$ cat config.mk
export PLATFORM = sky130hd
export DESIGN_NAME = image_stream_scheduler
export DESIGN_NICKNAME = d
export VERILOG_FILES = /design/src/rtl/image_stream_scheduler_pkg.sv /design/src/rtl/pixel_prefetch_fifo.sv /design/src/rtl/image_stream_scheduler.sv
export SDC_FILE = /design/constraint.sdc
export NUM_CORES = 1
export LEC_CHECK = 0
export ABC_AREA = 1
export CAP_MARGIN = 20
export CORE_UTILIZATION = 60
export CTS_BUF_LIST = sky130_fd_sc_hd__clkbuf_8
export CTS_CLUSTER_SIZE = 12
export DETAILED_ROUTE_END_ITERATION = 10
export PLACE_DENSITY_LB_ADDON = 0.1
export SLEW_MARGIN = 10
export SYNTH_ARGS = -nofsm -noshare
export SYNTH_HDL_FRONTEND = slang
export SYNTH_SLANG_ARGS = --single-unit
$ cat constraint.sdc
create_clock -name clk -period 4.43 [get_ports clk]
set_input_delay 0.6645 -clock clk [delete_from_list [all_inputs] [get_ports clk]]
set_output_delay 0.6645 -clock clk [all_outputs]
set_load 0.05 [all_outputs]
$ cat src/rtl/image_stream_scheduler_pkg.sv
`default_nettype none
// ============================================================================
//  Module   : image_stream_scheduler_pkg
//  Brief    : Shared types and default image dimensions for the image
//             stream scheduler and its prefetch buffer.
//  Revision : 1.0 - initial release
// ============================================================================
package image_stream_scheduler_pkg;

    // Default image geometry and pixel format (matches the image parameter header)
    localparam int IMG_W_DEF   = 64;
    localparam int IMG_H_DEF   = 48;
    localparam int DATA_W_DEF  = 8;
    localparam int CLK_DIV_DEF = 10;

    // Frame sequencing states
    typedef enum logic [2:0] {
        ST_IDLE      = 3'd0,
        ST_WAIT_LOAD = 3'd1,
        ST_WAIT_PROC = 3'd2,
        ST_STREAM    = 3'd3,
        ST_DONE      = 3'd4
    } state_t;

endpackage : image_stream_scheduler_pkg
`default_nettype wire

$ cat src/rtl/pixel_prefetch_fifo.sv
`default_nettype none
// ============================================================================
//  Module   : pixel_prefetch_fifo
//  Brief    : Two-entry synchronous FIFO holding prefetched pixels. Head is
//             presented combinationally; simultaneous push and pop are both
//             honoured.
//  Revision : 1.0 - initial release
// ============================================================================
module pixel_prefetch_fifo #(
    parameter int DATA_W = 8
) (
    input  logic              clk,
    input  logic              reset,
    input  logic              push,
    input  logic              pop,
    input  logic [DATA_W-1:0] wr_data,
    output logic [DATA_W-1:0] rd_data,
    output logic [1:0]        count,
    output logic              empty
);

    logic [DATA_W-1:0] mem_q [2];
    logic [DATA_W-1:0] mem_d [2];
    logic              wr_ptr_q, wr_ptr_d;
    logic              rd_ptr_q, rd_ptr_d;
    logic [1:0]        count_q, count_d;
    logic              do_push;
    logic              do_pop;

    // A pop needs data; a push needs room unless a pop frees a slot this cycle
    assign do_pop  = pop && (count_q != 2'd0);
    assign do_push = push && ((count_q != 2'd2) || do_pop);

    assign rd_data = mem_q[rd_ptr_q];
    assign count   = count_q;
    assign empty   = (count_q == 2'd0);

    // Next-state for storage, pointers and occupancy
    always_comb begin
        mem_d    = mem_q;
        wr_ptr_d = wr_ptr_q;
        rd_ptr_d = rd_ptr_q;
        count_d  = count_q;
        if (do_push) begin
            mem_d[wr_ptr_q] = wr_data;
            wr_ptr_d        = ~wr_ptr_q;
        end
        if (do_pop) begin
            rd_ptr_d = ~rd_ptr_q;
        end
        case ({do_push, do_pop})
            2'b10:   count_d = count_q + 2'd1;
            2'b01:   count_d = count_q - 2'd1;
            default: count_d = count_q;
        endcase
    end

    // Register state; reset empties the buffer and clears its contents
    always_ff @(posedge clk or negedge reset) begin
        if (!reset) begin
            mem_q    <= '{default: '0};
            wr_ptr_q <= 1'b0;
            rd_ptr_q <= 1'b0;
            count_q  <= 2'd0;
        end else begin
            mem_q    <= mem_d;
            wr_ptr_q <= wr_ptr_d;
            rd_ptr_q <= rd_ptr_d;
            count_q  <= count_d;
        end
    end

    // The scheduler's read throttling must keep a push from landing on a full buffer
    a_no_overflow: assert property (@(posedge clk) disable iff (!reset)
        !(push && (count_q == 2'd2) && !pop));

    a_occupancy: assert property (@(posedge clk) disable iff (!reset)
        count_q <= 2'd2);

endmodule : pixel_prefetch_fifo
`default_nettype wire

$ cat src/rtl/image_stream_scheduler.sv
`default_nettype none
// ============================================================================
//  Module   : image_stream_scheduler
//  Brief    : Sequences load -> process -> stream. Streams the processed frame
//             from a synchronous pixel memory (descending addresses) to the
//             VGA controller, one pixel per divider tick, through a 2-entry
//             prefetch buffer. Flags end of frame and buffer underruns.
//  Revision : 1.0 - initial release
// ============================================================================
module image_stream_scheduler
    import image_stream_scheduler_pkg::*;
#(
    parameter int IMG_W   = IMG_W_DEF,
    parameter int IMG_H   = IMG_H_DEF,
    parameter int DATA_W  = DATA_W_DEF,
    parameter int CLK_DIV = CLK_DIV_DEF,
    parameter int ADDR_W  = $clog2(IMG_W*IMG_H)
) (
    input  logic              clk,
    input  logic              reset,
    input  logic              start,
    input  logic              load_done,
    output logic              proc_start,
    input  logic              proc_done,
    output logic              rd_en,
    output logic [ADDR_W-1:0] rd_addr,
    input  logic [DATA_W-1:0] rd_data,
    output logic [DATA_W-1:0] pix_data,
    output logic              pix_valid,
    output logic              busy,
    output logic              frame_done,
    output logic              underrun
);

    localparam int                NUM_PIX   = IMG_W * IMG_H;
    localparam int                CNT_W     = ADDR_W + 1;
    localparam int                DIV_W     = $clog2(CLK_DIV);
    localparam logic [ADDR_W-1:0] LAST_ADDR = ADDR_W'(NUM_PIX - 1);
    localparam logic [CNT_W-1:0]  PIX_LAST  = CNT_W'(NUM_PIX - 1);
    localparam logic [DIV_W-1:0]  DIV_MAX   = DIV_W'(CLK_DIV - 1);

    state_t             state_q, state_d;
    logic [DIV_W-1:0]   div_q, div_d;
    logic [ADDR_W-1:0]  rd_addr_q, rd_addr_d;
    logic               addr_left_q, addr_left_d;
    logic               inflight_q, inflight_d;
    logic [CNT_W-1:0]   pix_cnt_q, pix_cnt_d;
    logic [DATA_W-1:0]  pix_data_q, pix_data_d;
    logic               pix_valid_q, pix_valid_d;
    logic               pix_last_q, pix_last_d;
    logic               frame_done_q, frame_done_d;
    logic               underrun_q, underrun_d;

    logic               in_stream;
    logic               tick;
    logic               fifo_push;
    logic               fifo_pop;
    logic [DATA_W-1:0]  fifo_head;
    logic [1:0]         fifo_count;
    logic               fifo_empty;

    assign in_stream = (state_q == ST_STREAM);
    assign tick      = in_stream && (div_q == DIV_MAX);

    // Issue a read only when the buffer plus the outstanding read leaves room
    assign rd_en = in_stream && addr_left_q &&
                   ((fifo_count + {1'b0, inflight_q}) < 2'd2);

    // Data returns one cycle after the strobe; ignore it once streaming stops
    assign fifo_push = inflight_q && in_stream;
    assign fifo_pop  = tick && !fifo_empty;

    assign proc_start = (state_q == ST_WAIT_LOAD) && load_done;
    assign busy       = (state_q != ST_IDLE) && (state_q != ST_DONE);
    assign rd_addr    = rd_addr_q;
    assign pix_data   = pix_data_q;
    assign pix_valid  = pix_valid_q;
    assign frame_done = frame_done_q;
    assign underrun   = underrun_q;

    pixel_prefetch_fifo #(
        .DATA_W (DATA_W)
    ) u_fifo (
        .clk     (clk),
        .reset   (reset),
        .push    (fifo_push),
        .pop     (fifo_pop),
        .wr_data (rd_data),
        .rd_data (fifo_head),
        .count   (fifo_count),
        .empty   (fifo_empty)
    );

    // Next-state: FSM, divider, read address generator and pixel emission
    always_comb begin
        state_d      = state_q;
        div_d        = '0;
        rd_addr_d    = rd_addr_q;
        addr_left_d  = addr_left_q;
        inflight_d   = rd_en;
        pix_cnt_d    = pix_cnt_q;
        pix_data_d   = pix_data_q;
        pix_valid_d  = 1'b0;
        pix_last_d   = 1'b0;
        frame_done_d = frame_done_q | (pix_valid_q & pix_last_q);
        underrun_d   = underrun_q;

        case (state_q)
            ST_IDLE: begin
                if (start) begin
                    state_d = ST_WAIT_LOAD;
                end
            end
            ST_WAIT_LOAD: begin
                if (load_done) begin
                    state_d = ST_WAIT_PROC;
                end
            end
            ST_WAIT_PROC: begin
                if (proc_done) begin
                    state_d     = ST_STREAM;
                    rd_addr_d   = LAST_ADDR;
                    addr_left_d = 1'b1;
                    pix_cnt_d   = '0;
                end
            end
            ST_STREAM: begin
                div_d = tick ? '0 : div_q + 1'b1;
                if (rd_en) begin
                    if (rd_addr_q == '0) begin
                        addr_left_d = 1'b0;
                    end else begin
                        rd_addr_d = rd_addr_q - 1'b1;
                    end
                end
                if (fifo_pop) begin
                    pix_data_d  = fifo_head;
                    pix_valid_d = 1'b1;
                    pix_cnt_d   = pix_cnt_q + 1'b1;
                    if (pix_cnt_q == PIX_LAST) begin
                        pix_last_d = 1'b1;
                        state_d    = ST_DONE;
                    end
                end else if (tick) begin
                    underrun_d = 1'b1;
                end
            end
            ST_DONE: begin
                if (start) begin
                    state_d      = ST_WAIT_LOAD;
                    frame_done_d = 1'b0;
                    underrun_d   = 1'b0;
                end
            end
            default: begin
                state_d = ST_IDLE;
            end
        endcase
    end

    // State registers; reset drops any partial frame and any read in flight
    always_ff @(posedge clk or negedge reset) begin
        if (!reset) begin
            state_q      <= ST_IDLE;
            div_q        <= '0;
            rd_addr_q    <= '0;
            addr_left_q  <= 1'b0;
            inflight_q   <= 1'b0;
            pix_cnt_q    <= '0;
            pix_data_q   <= '0;
            pix_valid_q  <= 1'b0;
            pix_last_q   <= 1'b0;
            frame_done_q <= 1'b0;
            underrun_q   <= 1'b0;
        end else begin
            state_q      <= state_d;
            div_q        <= div_d;
            rd_addr_q    <= rd_addr_d;
            addr_left_q  <= addr_left_d;
            inflight_q   <= inflight_d;
            pix_cnt_q    <= pix_cnt_d;
            pix_data_q   <= pix_data_d;
            pix_valid_q  <= pix_valid_d;
            pix_last_q   <= pix_last_d;
            frame_done_q <= frame_done_d;
            underrun_q   <= underrun_d;
        end
    end

endmodule : image_stream_scheduler
`default_nettype wire

# --- Word-level counts from Yosys, hierarchy flattened ---
# Index checks and enable logic that the tools add are counted.
totals:
  regBits: 66
op_classes:
  n_reduce_logical: 27
  magnitude_cmp: 4
  n_eq_ne: 21
  bitwise_logic: 6
  muxes: 37
  add_sub_neg: 6
op_table:
  columns: ["op", "count"]
  rows:
  - ["12-bit 2-to-1 mux", 3]
  - ["8-bit 2-to-1 mux", 4]
  - ["13-bit 2-to-1 mux", 2]
  - ["13-bit case mux with 2 select lines", 1]
  - ["12-bit case mux with 2 select lines", 1]
  - ["16-bit bitwise mux", 1]
  - ["3-bit 2-to-1 mux", 5]
  - ["2-bit != test, second input constant", 7]
  - ["13-bit by 1-bit adder with 13-bit output, second input constant", 1]
  - ["13-bit by 12-bit == test with 1-bit output, second input constant", 1]
  - ["1-bit 2-to-1 mux", 13]
  - ["12-bit zero test", 1]
  - ["3-bit case mux with 4 select lines", 1]
  - ["4-bit AND reduction", 3]
  - ["12-bit by 1-bit subtractor with 12-bit output, second input constant", 1]
  - ["1-bit logical AND", 10]
  - ["2-bit by 1-bit != test with 1-bit output, second input constant", 5]
  - ["8-bit demux with 1-bit select", 1]
  - ["4-bit 2-to-1 mux", 2]
  - ["2-bit nonzero test", 4]
  - ["3-bit by 2-bit == test with 1-bit output, second input constant", 2]
  - ["5-bit AND reduction", 1]
  - ["4-bit by 1-bit adder with 4-bit output, second input constant", 1]
  - ["4-bit == test, second input constant", 1]
  - ["other kinds (25)", 29]

# --- Depth between registers and ports, before layout ---
# Gate-level depths: netlist (run 1).
depth:
  ltp_word: 8
  mapped_depth: 13
  mapped_depth_nobuf: 11

# --- Hierarchy ---
# A second synthesis (run 1) with hierarchy kept.
hier_totals:
  hier_cells: 476
  area_unflattened_um2: 3654.8
by_module_without_submodules:
  columns: ["mod", "area_each_um2", "cells_per_inst", "instances"]
  rows:
  - ["image_stream_scheduler", 2628.8, 355, 1]
  - ["pixel_prefetch_fifo", 1026.0, 121, 1]

# --- Worst setup path after synthesis (run 1) ---
# OpenSTA, ideal clock, no wires.
synth_timing:
  kind: "register to output"
  from: "register state_q[2]"
  to: "output rd_en"
  path_stages_with_launch: 6
  arrival_ns: 1.371
  required_time_ns: 3.766
  slack_ns: 2.395
  n_path_buf: 1
  cell_sequence: "dfrtp_1 > inv_2 > nand2_2 > nor2_4 > buf_2 > and3_1"
synth_via:
  elab_chain_cells: 3
synth_lines:
  columns: ["item", "line_no", "source"]
  rows:
  - ["start: declaration", "image_stream_scheduler.sv:42", "state_t state_q, state_d;"]
  - ["start signal: assignment", "image_stream_scheduler.sv:176", "state_q <= state_d;"]
  - ["3-bit by 2-bit == test with 1-bit output", "image_stream_scheduler.sv:62", "assign in_stream = (state_q == ST_STREAM);"]
  - ["1-bit logical AND (2 in series)", "image_stream_scheduler.sv:66", "assign rd_en = in_stream && addr_left_q &&"]
  - ["end: declaration", "image_stream_scheduler.sv:25", "output logic rd_en,"]
# Every way passes these cells.

# --- Final worst setup path (run 1) ---
# Same ends and word-level chain as after synthesis.

==> reports/metrics.cfg, run 1 <==
[synthesis]
postSynthCellCount=432
synth_seq_cells=66
synth.largest_area_cell=dfrtp_1
syn_area_um2=3440
syn_nets=451
avgSynthCellArea_um2=7.96
synth-seq-area-share_pct=48.0
synth_top_cell_area_share_pct=48.0
ys.flop_type=dfrtp_1
synth.most_common_cell=nand2_1
yosys-top-cells-count=125 x nand2_1, 66 x dfrtp_1, 62 x nor2_1
synth.yosys.warnings=0
yosys-top-cells-area=dfrtp_1 48%, nand2_1 14%, nor2_1 6.8%
ys_types=34
synth_edf_count=0
async_flop_share_pct=100

[place]
gp_congestion=0.892
port_buffers=38
dp.final_hpwl_mm=4.90
dp.cells=533

[sta]
finalMaxSlewViolations=0
hold_viol_final=0
finalSetupViolations=0
tightest_slew_ns=0.631
skew_ns=0.0124
max_slew_margin_pct=57.9
max_freq_ghz=0.334
post-route-period-util_pct=67.6
fin_crit_ns=3.00
setup_tns_ns=0
rsz0062_at_grt=false

[global_routing]
grt_max_degree=52
grtUsageTotal_pct=27.3
grt_overflow=0
antenna_found_initial=0
grt_pass1_wl_mm=12.9
grt_pass1_vias=2893

[layout]
n_antenna_cell=0
fin_nets=491
syn_to_final_growth_pct=18.3
drive_gt1_share_pct=9.22
final_cells=549

[routing]
first_pass_iters=5
drt_iter0_markers=190
viasPerCell=5.42
wl_per_cell_um=13.2
drc=0
ant_nets=0
wl_mm=7.26
vias=2975

[cts]
clk_pin_slew_ns=0.08
cts_root_buf=clkbuf_8
post_cts_buffers=0
cts_buffers=9
clkLatencyLatePin_ns=0.34
cts.sinks=66
h-tree-depth=3
cts-hold-fix-buffers=0
cts_tree=yes
cts_resized=0
cts_buffer_depth=2

[power]
p_sw_share_pct=42.9
intPower_mw=1.38
power_frac_comb_pct=40.0
clkPwrFrac_pct=23.2
ir_drop_uv=423
p_seq_share_pct=36.7
cellPowerDensity_nw_per_um2=593
switching_power_mw=1.03
leakagePower_nw=1.82

[floorplanning]
coreArea_um2=5510
die_h_um=77.7
num_rows=27
boundaryPins=39
dieArea_um2=6040
start_util_pct=62.5
die-width_um=77.7

[setup_path]
crit_path_end_kind=output port
startpoint_type=flop
crit_type=reg -> out
cp_max_fo=15
cp.required_ns=3.77
worstPathArrival_ns=2.33

[hold_path]
hold_class=in -> async

[outcome]
outcome=finished clean

[run]
drv_cap=0

[stage by stage]
| step | hold slack [ns] | area, µm² | setup slack [ns] | power [mW] | util (%) |
|---|---|---|---|---|---|
| 4_1_cts | 0.226 | 4070 | 1.43 | 2.42 | 73.9 |
| 2_1_floorplan | 0.369 | 3440 | 2.39 | 1.59 | - |
| 5_1_grt | 0.239 | 4070 | 1.32 | 2.58 | 73.9 |
| 3_3_place_gp | 0.464 | 3850 | 1.70 | 1.82 | 69.9 |
| 6_report | 0.219 | 4070 | 1.43 | 2.41 | 73.9 |
| 3_5_place_dp | 0.470 | 3850 | 1.69 | 1.86 | 69.9 |
[placed cells by master, fill, tap and decap left out, drive strengths merged]
cell type	Yosys	routed
nand2	129	129
nor2	69	69
dfrtp	66	66
clkdlybuf4s50	0	37
inv	36	37
o21ai	34	34
nand3	28	28
o31ai	11	11
nand4	10	10
clkbuf	2	10
a21oi	8	8
xor2	6	6
ha	6	6
clkinv	2	4
o21bai	3	3
nor3	3	3
xnor2	2	2
nor3b	2	2
a31oi	2	2
nand3b	2	2
bufinv	0	2
buf	8	2
and3	1	1
a22o	1	1
a22oi	1	1
clkinvlp	0	1
[metal layers]
| layer | up-vias | track usage, % | part of all wire [%] |
|---|---|---|---|
| li1 | 1487 | - | - |
| met1 | 1394 | 34.0 | 45 |
| met2 | 78 | 45.9 | 49 |
| met3 | 16 | 4.35 | 3.9 |
| met4 | 0 | 13.8 | 2.2 |
| met5 | - | 0 | 0 |
[power groups by stage]
stage / clock network, mW / registers (mW) / logic [mW]
4_1_cts: 0.568 / 0.885 / 0.970
3_3_place_gp: 0 / 0.889 / 0.936
3_5_place_dp: 0 / 0.895 / 0.960
2_1_floorplan: 0 / 1.04 / 0.551
6_report: 0.561 / 0.887 / 0.966
5_1_grt: 0.595 / 0.908 / 1.07
[cell families after synthesis]
group,Yosys count,share of synthesized area (%)
AO/OA/AOI/OAI,60,11.2
flip-flops,66,48.0
XOR/XNOR,8,2.04
buffers and inverters,48,6.00
AND/OR/NAND/NOR,244,30.6
adder cells (fa/ha/maj),6,2.18
[cell type report]
class / instances / area [µm²]
clock buffers: 10 / 138
well taps: 72 / 90.1
flip-flops and latches: 66 / 1650
repair buffers: 39 / 383
fillers: 402 / 1440
multi-input cells: 318 / 1580
clock inverters: 6 / 81.3
inverters: 38 / 143
[path summary, 6_finish.rpt]
| kind | from | endpoint | slack, ns | depth (start not counted) |
|---|---|---|---|---|
| min in group clk | u_fifo.mem_q[0]$_DFFE_PN0P_ | u_fifo.mem_q[0]$_DFFE_PN0P_ | 0.48 | 2 |
| max | state_q[2]$_DFFE_PN0P_ | rd_en | 1.43 | 5 |
| min reg2reg | u_fifo.mem_q[0]$_DFFE_PN0P_ | u_fifo.mem_q[0]$_DFFE_PN0P_ | 0.48 | 2 |
| max in group asynchronous | reset | pix_data[7]$_DFFE_PN0P_ | 3.25 | 2 |
| min | reset | pix_last_q$_DFF_PN0_ | 0.22 | 1 |
| max reg2reg | state_q[2]$_DFFE_PN0P_ | u_fifo.count[1]$_DFFE_PN0P_ | 2.03 | 9 |
[flip-flops by register name, summed over array words and instances (netlist names), 2 cells and up]
register	flops
pix_cnt_q	13
u_fifo.count	2
u_fifo.mem_q	16
pix_data	8
div_q	4
rd_addr	12
state_q	3
[critical path, stage by stage, from the launching register on]
cell,delay [ns]
dfrtp_1,0.40
inv_2,0.09
nand2_2,0.09
nor2_4,0.34
and3_1,0.26
clkdlybuf4s50_1,0.80
Note: power is estimated with default switching activity, not from simulation.
==> run 2: changes to the inputs <==
--- a/config.mk
+++ b/config.mk
@@ -7,7 +7,7 @@
 export LEC_CHECK = 0
 export ABC_AREA = 1
 export CAP_MARGIN = 20
-export CORE_UTILIZATION = 60
+export CORE_UTILIZATION = 53
 export CTS_BUF_LIST = sky130_fd_sc_hd__clkbuf_8
 export CTS_CLUSTER_SIZE = 12
 export DETAILED_ROUTE_END_ITERATION = 10
==> constraint.sdc (replaced) <==
create_clock -name clk -period 2.61 [get_ports clk]
set_input_delay 0.3915 -clock clk [delete_from_list [all_inputs] [get_ports clk]]
set_output_delay 0.3915 -clock clk [all_outputs]
set_load 0.05 [all_outputs]
==> reports/metrics.cfg, run 2 (synthesis gave the netlist of run 1 again) <==
[sta]
whs_ns=0.376  ; was 0.219 ns
fin_crit_ns=2.27
tightest_slew_ns=0.526  ; was 0.631 ns
max_slew_margin_pct=64.8  ; was 57.9%
post-route-period-util_pct=87.1
finalSetupViolations=0  ; unchanged
rsz0062_at_grt=false  ; unchanged
setup_tns_ns=0  ; unchanged
skew_ns=0.00999  ; was 0.0124 ns
hold_viol_final=0  ; unchanged
max_freq_ghz=0.440
finalMaxSlewViolations=0  ; unchanged

[floorplanning]
start_util_pct=56.4  ; was 62.5%
num_rows=28  ; was 27
die_h_um=82.6  ; was 77.7 µm
coreArea_um2=6100  ; was 5510 µm²
die-width_um=82.6  ; was 77.7 µm
dieArea_um2=6820  ; was 6040 µm²
boundaryPins=39  ; unchanged

[layout]
largest_reg_flops=16  ; unchanged
final_util_pct=67.3  ; was 73.9%
syn_to_final_growth_pct=19.2  ; was 18.3%
n_antenna_cell=0  ; unchanged
largest-register=u_fifo.mem_q  ; unchanged
final_cells=556  ; was 549
final_common_cell=nand2_1  ; unchanged
drive_gt1_share_pct=10.2  ; was 9.22%
fin_nets=495  ; was 491
layout_common_cells=125 x nand2_1, 66 x dfrtp_1, 62 x nor2_1, 36 x clkdlybuf4s50_1  ; was 125 x nand2_1, 66 x dfrtp_1, 62 x nor2_1, 37 x clkdlybuf4s50_1, 31 x inv_1

[routing]
vias=2952  ; was 2975
viasPerCell=5.31  ; was 5.42
drc=0  ; unchanged
wl_mm=7.33  ; was 7.26 mm
wl_per_cell_um=13.2  ; about the same
first_pass_iters=4  ; was 5
ant_nets=0  ; unchanged
drt_iter0_markers=152  ; was 190

[cts]
cts_buffers=9  ; unchanged
cts.sinks=66  ; unchanged
cts-hold-fix-buffers=1  ; was 0
cts_resized=0  ; unchanged
h-tree-depth=3  ; unchanged
post_cts_buffers=0  ; unchanged
cts_root_buf=clkbuf_8  ; unchanged
cts_buffer_depth=2  ; unchanged
clkLatencyLatePin_ns=0.34  ; about the same
cts_tree=yes  ; unchanged
clk_pin_slew_ns=0.07  ; was 0.08 ns

[power]
cellPowerDensity_nw_per_um2=995  ; was 593 nW/µm²
power_frac_comb_pct=39.7  ; was 40.0%
switching_power_mw=1.76  ; was 1.03 mW
p_seq_share_pct=36.9  ; was 36.7%
clkPwrFrac_pct=23.4  ; was 23.2%
intPower_mw=2.32  ; was 1.38 mW
total_power_mw=4.08  ; was 2.41 mW
leakagePower_nw=1.83  ; was 1.82 nW
ir_drop_uv=854  ; was 423 µV
p_sw_share_pct=43.1  ; was 42.9%

[global_routing]
grt_pass1_vias=2722  ; was 2893
grt_pass1_wl_mm=12.4  ; was 12.9 mm
grt_overflow=0  ; unchanged
grt_max_degree=34  ; was 52
antenna_found_initial=0  ; unchanged
grtUsageTotal_pct=24.3  ; was 27.3%

[place]
gp_congestion=0.823  ; was 0.892
dp.cells=539  ; was 533
port_buffers=38  ; unchanged
dp.final_hpwl_mm=4.95  ; was 4.90 mm

[run]
drv_cap=0  ; unchanged

[setup_path]
crit_path_end_kind=output port  ; unchanged
cp.required_ns=2.22  ; was 3.77 ns
startpoint_type=flop  ; unchanged
worstPathArrival_ns=1.88  ; was 2.33 ns
crit_type=reg -> out  ; unchanged
cp_max_fo=4  ; was 15

[hold_path]
hold_class=in -> async  ; unchanged

[outcome]
outcome=finished clean  ; unchanged

[run 2: power groups by stage]
stage / sequential, mW / combinational, mW / clock [mW]
after floorplan: 1.77 / 0.935 / 0
after global placement: 1.51 / 1.60 / 0
after detailed placement: 1.52 / 1.62 / 0
after CTS: 1.50 / 1.63 / 0.969
after global routing: 1.54 / 1.82 / 1.02
final: 1.50 / 1.62 / 0.954
[run 2: final timing paths]
kind                                                   start                      endpoint  slack (ns)  cells after the start
worst max-delay path                  state_q[1]$_DFFE_PN0P_                    proc_start        0.34                      4
worst min-delay path                                   reset          frame_done$_DFF_PN0_        0.38                      2
worst max register to register        state_q[0]$_DFFE_PN0P_   u_fifo.count[1]$_DFFE_PN0P_        0.64                      8
worst min register to register  u_fifo.mem_q[11]$_DFFE_PN0P_  u_fifo.mem_q[11]$_DFFE_PN0P_        0.49                      2
max in group asynchronous                              reset  u_fifo.mem_q[15]$_DFFE_PN0P_        1.62                      3
min in group clk                u_fifo.mem_q[11]$_DFFE_PN0P_  u_fifo.mem_q[11]$_DFFE_PN0P_        0.49                      2
[run 2: layout make-up]
type	instances	area, µm²
Sequential cell	66	1650
Inverter	38	143
Clock inverter	7	93.8
Timing Repair Buffer	43	413
Multi-Input combinational cell	318	1580
Clock buffer	9	124
Fill cell	546	2000
Tap cell	75	93.8
[run 2: routing by layer]
layer  up-vias  track usage, %  wire length (µm)
li1       1491               -                 -
met1      1394            32.1              3460
met2        57            39.5              3520
met3        10            4.95               257
met4         0            8.79                98
met5         -               0                 0
[run 2: per-stage QoR]
step	cell area [µm²]	setup slack (ns)
global placement	3870	0.432
CTS	4100	0.327
global route	4100	0.284
detailed placement	3870	0.428
floorplan	3440	0.587
finish	4100	0.336
[run 2: critical path, cell delays in order, from the launching register on]
cell and delay, ns:
dfrtp_1 0.41, inv_1 0.12, nand3_1 0.11, nor2_1 0.10, clkdlybuf4s50_1 0.80
==> run 3: changes to the inputs <==
--- a/config.mk
+++ b/config.mk
@@ -5,9 +5,9 @@
 export SDC_FILE = /design/constraint.sdc
 export NUM_CORES = 1
 export LEC_CHECK = 0
-export ABC_AREA = 1
+export ABC_AREA = 0
 export CAP_MARGIN = 20
-export CORE_UTILIZATION = 53
+export CORE_UTILIZATION = 52
 export CTS_BUF_LIST = sky130_fd_sc_hd__clkbuf_8
 export CTS_CLUSTER_SIZE = 12
 export DETAILED_ROUTE_END_ITERATION = 10
==> reports/metrics.cfg, run 3 <==
[outcome]
outcome=finished clean  ; unchanged

[synthesis]
syn_area_um2=3190  ; was 3440 µm²
yosys-top-cells-area=dfrtp_1 52%, mux2_2 6.0%, mux2i_1 5.0%  ; was dfrtp_1 48%, nand2_1 14%, nor2_1 6.8%
synth_edf_count=0  ; unchanged
postSynthCellCount=297  ; was 432
synth.most_common_cell=dfrtp_1  ; was nand2_1
ys_types=49  ; was 34
avgSynthCellArea_um2=10.7  ; was 7.96 µm²
synth.yosys.warnings=0  ; unchanged
syn_nets=316  ; was 451
synth.largest_area_cell=dfrtp_1  ; unchanged
yosys-top-cells-count=66 x dfrtp_1, 27 x nand2_1, 21 x o21ai_0  ; was 125 x nand2_1, 66 x dfrtp_1, 62 x nor2_1
async_flop_share_pct=100  ; unchanged
synth_top_cell_area_share_pct=51.8  ; was 48.0%
synth-seq-area-share_pct=51.8  ; was 48.0%
synth_seq_cells=66  ; unchanged
ys.flop_type=dfrtp_1  ; unchanged

[layout]
fin_area_um2=3880  ; was 4100 µm²
fin_nets=360  ; was 495
regArea_um2=1650  ; about the same
fillCellCount=492  ; was 546
syn_to_final_growth_pct=21.7  ; was 19.2%
final_util_pct=65.6  ; was 67.3%
layout_common_cells=65 x dfrtp_1, 35 x clkdlybuf4s50_1, 27 x nand2_1, 21 x o21ai_0, 18 x nor2_1  ; was 125 x nand2_1, 66 x dfrtp_1, 62 x nor2_1, 36 x clkdlybuf4s50_1
largest_reg_flops=16  ; unchanged
n_antenna_cell=0  ; unchanged
largest-register=u_fifo.mem_q  ; unchanged
drive_gt1_share_pct=16.5  ; was 10.2%
multiInputGateArea_um2=1430  ; was 1580 µm²
final_common_cell=dfrtp_1  ; was nand2_1
final_cells=421  ; was 556

[power]
ir_drop_uv=753  ; was 854 µV
leakagePower_nw=1.67  ; was 1.83 nW
total_power_mw=4.55  ; was 4.08 mW
cellPowerDensity_nw_per_um2=1170  ; was 995 nW/µm²

[routing]
vias=2337  ; was 2952
wl_mm=6.26  ; was 7.33 mm
viasPerCell=5.55  ; was 5.31
ant_nets=0  ; unchanged
drc=0  ; unchanged
drt_iter0_markers=183  ; was 152
wl_per_cell_um=14.9  ; was 13.2 µm
first_pass_iters=5  ; was 4

[setup_path]
cp.required_ns=2.22  ; about the same
startpoint_type=flop  ; unchanged
crit_type=reg -> out  ; unchanged
crit_path_end_kind=output port  ; unchanged
cp_slowest_cell=dfrtp_1  ; was clkdlybuf4s50_1
worstPathArrival_ns=2.03  ; was 1.88 ns
cp_max_fo=12  ; was 4
crit_chain=and3b_2 -> o211ai_2 -> inv_1 -> buf_12  ; was inv_1 -> nand3_1 -> nor2_1 -> clkdlybuf4s50_1
path_buf_inv=2  ; unchanged
path_delay_family=flip-flops  ; was buffers and inverters
crit_path_max_incr_delay_ns=0.49  ; was 0.80 ns
reg2reg_slack_ns=0.39  ; was 0.64 ns

[place]
gp_congestion=0.806  ; was 0.823
port_buffers=38  ; unchanged
dp.final_hpwl_mm=4.35  ; was 4.95 mm
dp.cells=405  ; was 539
dpl_cell_area_um2=3680  ; was 3870 µm²

[sta]
finalSetupViolations=0  ; unchanged
post-route-period-util_pct=92.6  ; was 87.1%
hold_viol_final=0  ; unchanged
rsz0062_at_grt=false  ; unchanged
finalMaxSlewViolations=0  ; unchanged
skew_ns=0.00714  ; was 0.00999 ns
setup_tns_ns=0  ; unchanged
max_slew_margin_pct=54.3  ; was 64.8%
tightest_slew_ns=0.679  ; was 0.526 ns
fin_crit_ns=2.42  ; was 2.27 ns
max_freq_ghz=0.414  ; was 0.440 GHz

[cts]
cts.sinks=66  ; unchanged
cts_buffers=9  ; unchanged
cts_buffer_depth=2  ; unchanged
cts-hold-fix-buffers=0  ; was 1
post_cts_buffers=0  ; unchanged
cts_tree=yes  ; unchanged
clkLatencyLatePin_ns=0.35  ; was 0.34 ns
cts_resized=0  ; unchanged
h-tree-depth=3  ; unchanged
cts_root_buf=clkbuf_8  ; unchanged
clk_pin_slew_ns=0.08  ; was 0.07 ns

[global_routing]
grt_max_degree=67  ; was 34
grt_pass1_vias=2319  ; was 2722
antenna_found_initial=0  ; unchanged
grtUsageTotal_pct=22.9  ; was 24.3%
grt_pass1_wl_mm=11.0  ; was 12.4 mm
grt_overflow=0  ; unchanged

[floorplanning]
die-width_um=80.3  ; was 82.6 µm
boundaryPins=39  ; unchanged
dieArea_um2=6450  ; was 6820 µm²
num_rows=28  ; unchanged
coreArea_um2=5920  ; was 6100 µm²
die_h_um=80.3  ; was 82.6 µm
start_util_pct=53.9  ; was 56.4%

[run]
drv_cap=0  ; unchanged

[hold_path]
hold_class=in -> async  ; unchanged

-- run 3: per-layer routing --
layer | track usage (%) | routed length (µm)
met5 | 0 | 0
met4 | 11.6 | 137
met3 | 4.20 | 205
met2 | 36.6 | 2960
met1 | 29.7 | 2950
-- run 3: where the power goes --
part / leakage (nW) / switching [mW] / internal [mW] / total [mW]
registers: 0.771 / 0.367 / 1.43 / 1.79
logic: 0.797 / 1.06 / 0.815 / 1.88
clock network: 0.106 / 0.407 / 0.468 / 0.875
total: 1.67 / 1.84 / 2.71 / 4.55
-- run 3: per-stage QoR --
step                      hold WS [ns]  setup slack [ns]
final                           0.0379             0.193
after global routing            0.0714            0.0678
after CTS                       0.0589             0.125
after detailed placement         0.436             0.403
after global placement           0.438             0.439
after floorplan                 0.0959             0.421
-- run 3: cell families after synthesis --
logic type	after synthesis	synth area share, %
AO/OA/AOI/OAI	49	9.80
XOR/XNOR	10	2.75
adder cells (fa/ha/maj)	6	2.35
buffers and inverters	26	3.69
flip-flops	66	51.8
multiplexers	33	11.0
AND/OR/NAND/NOR	107	18.6
-- run 3: final cells by class --
| class | count | share of cell area, % |
|---|---|---|
| sequential | 66 | 42.6 |
| tap | 75 | 2.42 |
| multi-input combinational | 205 | 36.8 |
| inverter | 13 | 1.26 |
| clock inverter | 6 | 1.71 |
| clock buffer | 10 | 3.54 |
| timing repair buffer | 46 | 11.7 |
-- run 3: worst paths after layout --
path,from,endpoint,cells past startpoint
max,state_q[2]$_DFFE_PN0P_,rd_en,4
max in group asynchronous,reset,u_fifo.count[0]$_DFFE_PN0P_,2
min,reset,rd_addr[5]$_DFFE_PN0P_,2
min reg2reg,pix_data[1]$_DFFE_PN0P_,pix_data[1]$_DFFE_PN0P_,2
max reg2reg,state_q[2]$_DFFE_PN0P_,rd_addr[1]$_DFFE_PN0P_,5
min in group clk,pix_data[1]$_DFFE_PN0P_,pix_data[1]$_DFFE_PN0P_,2
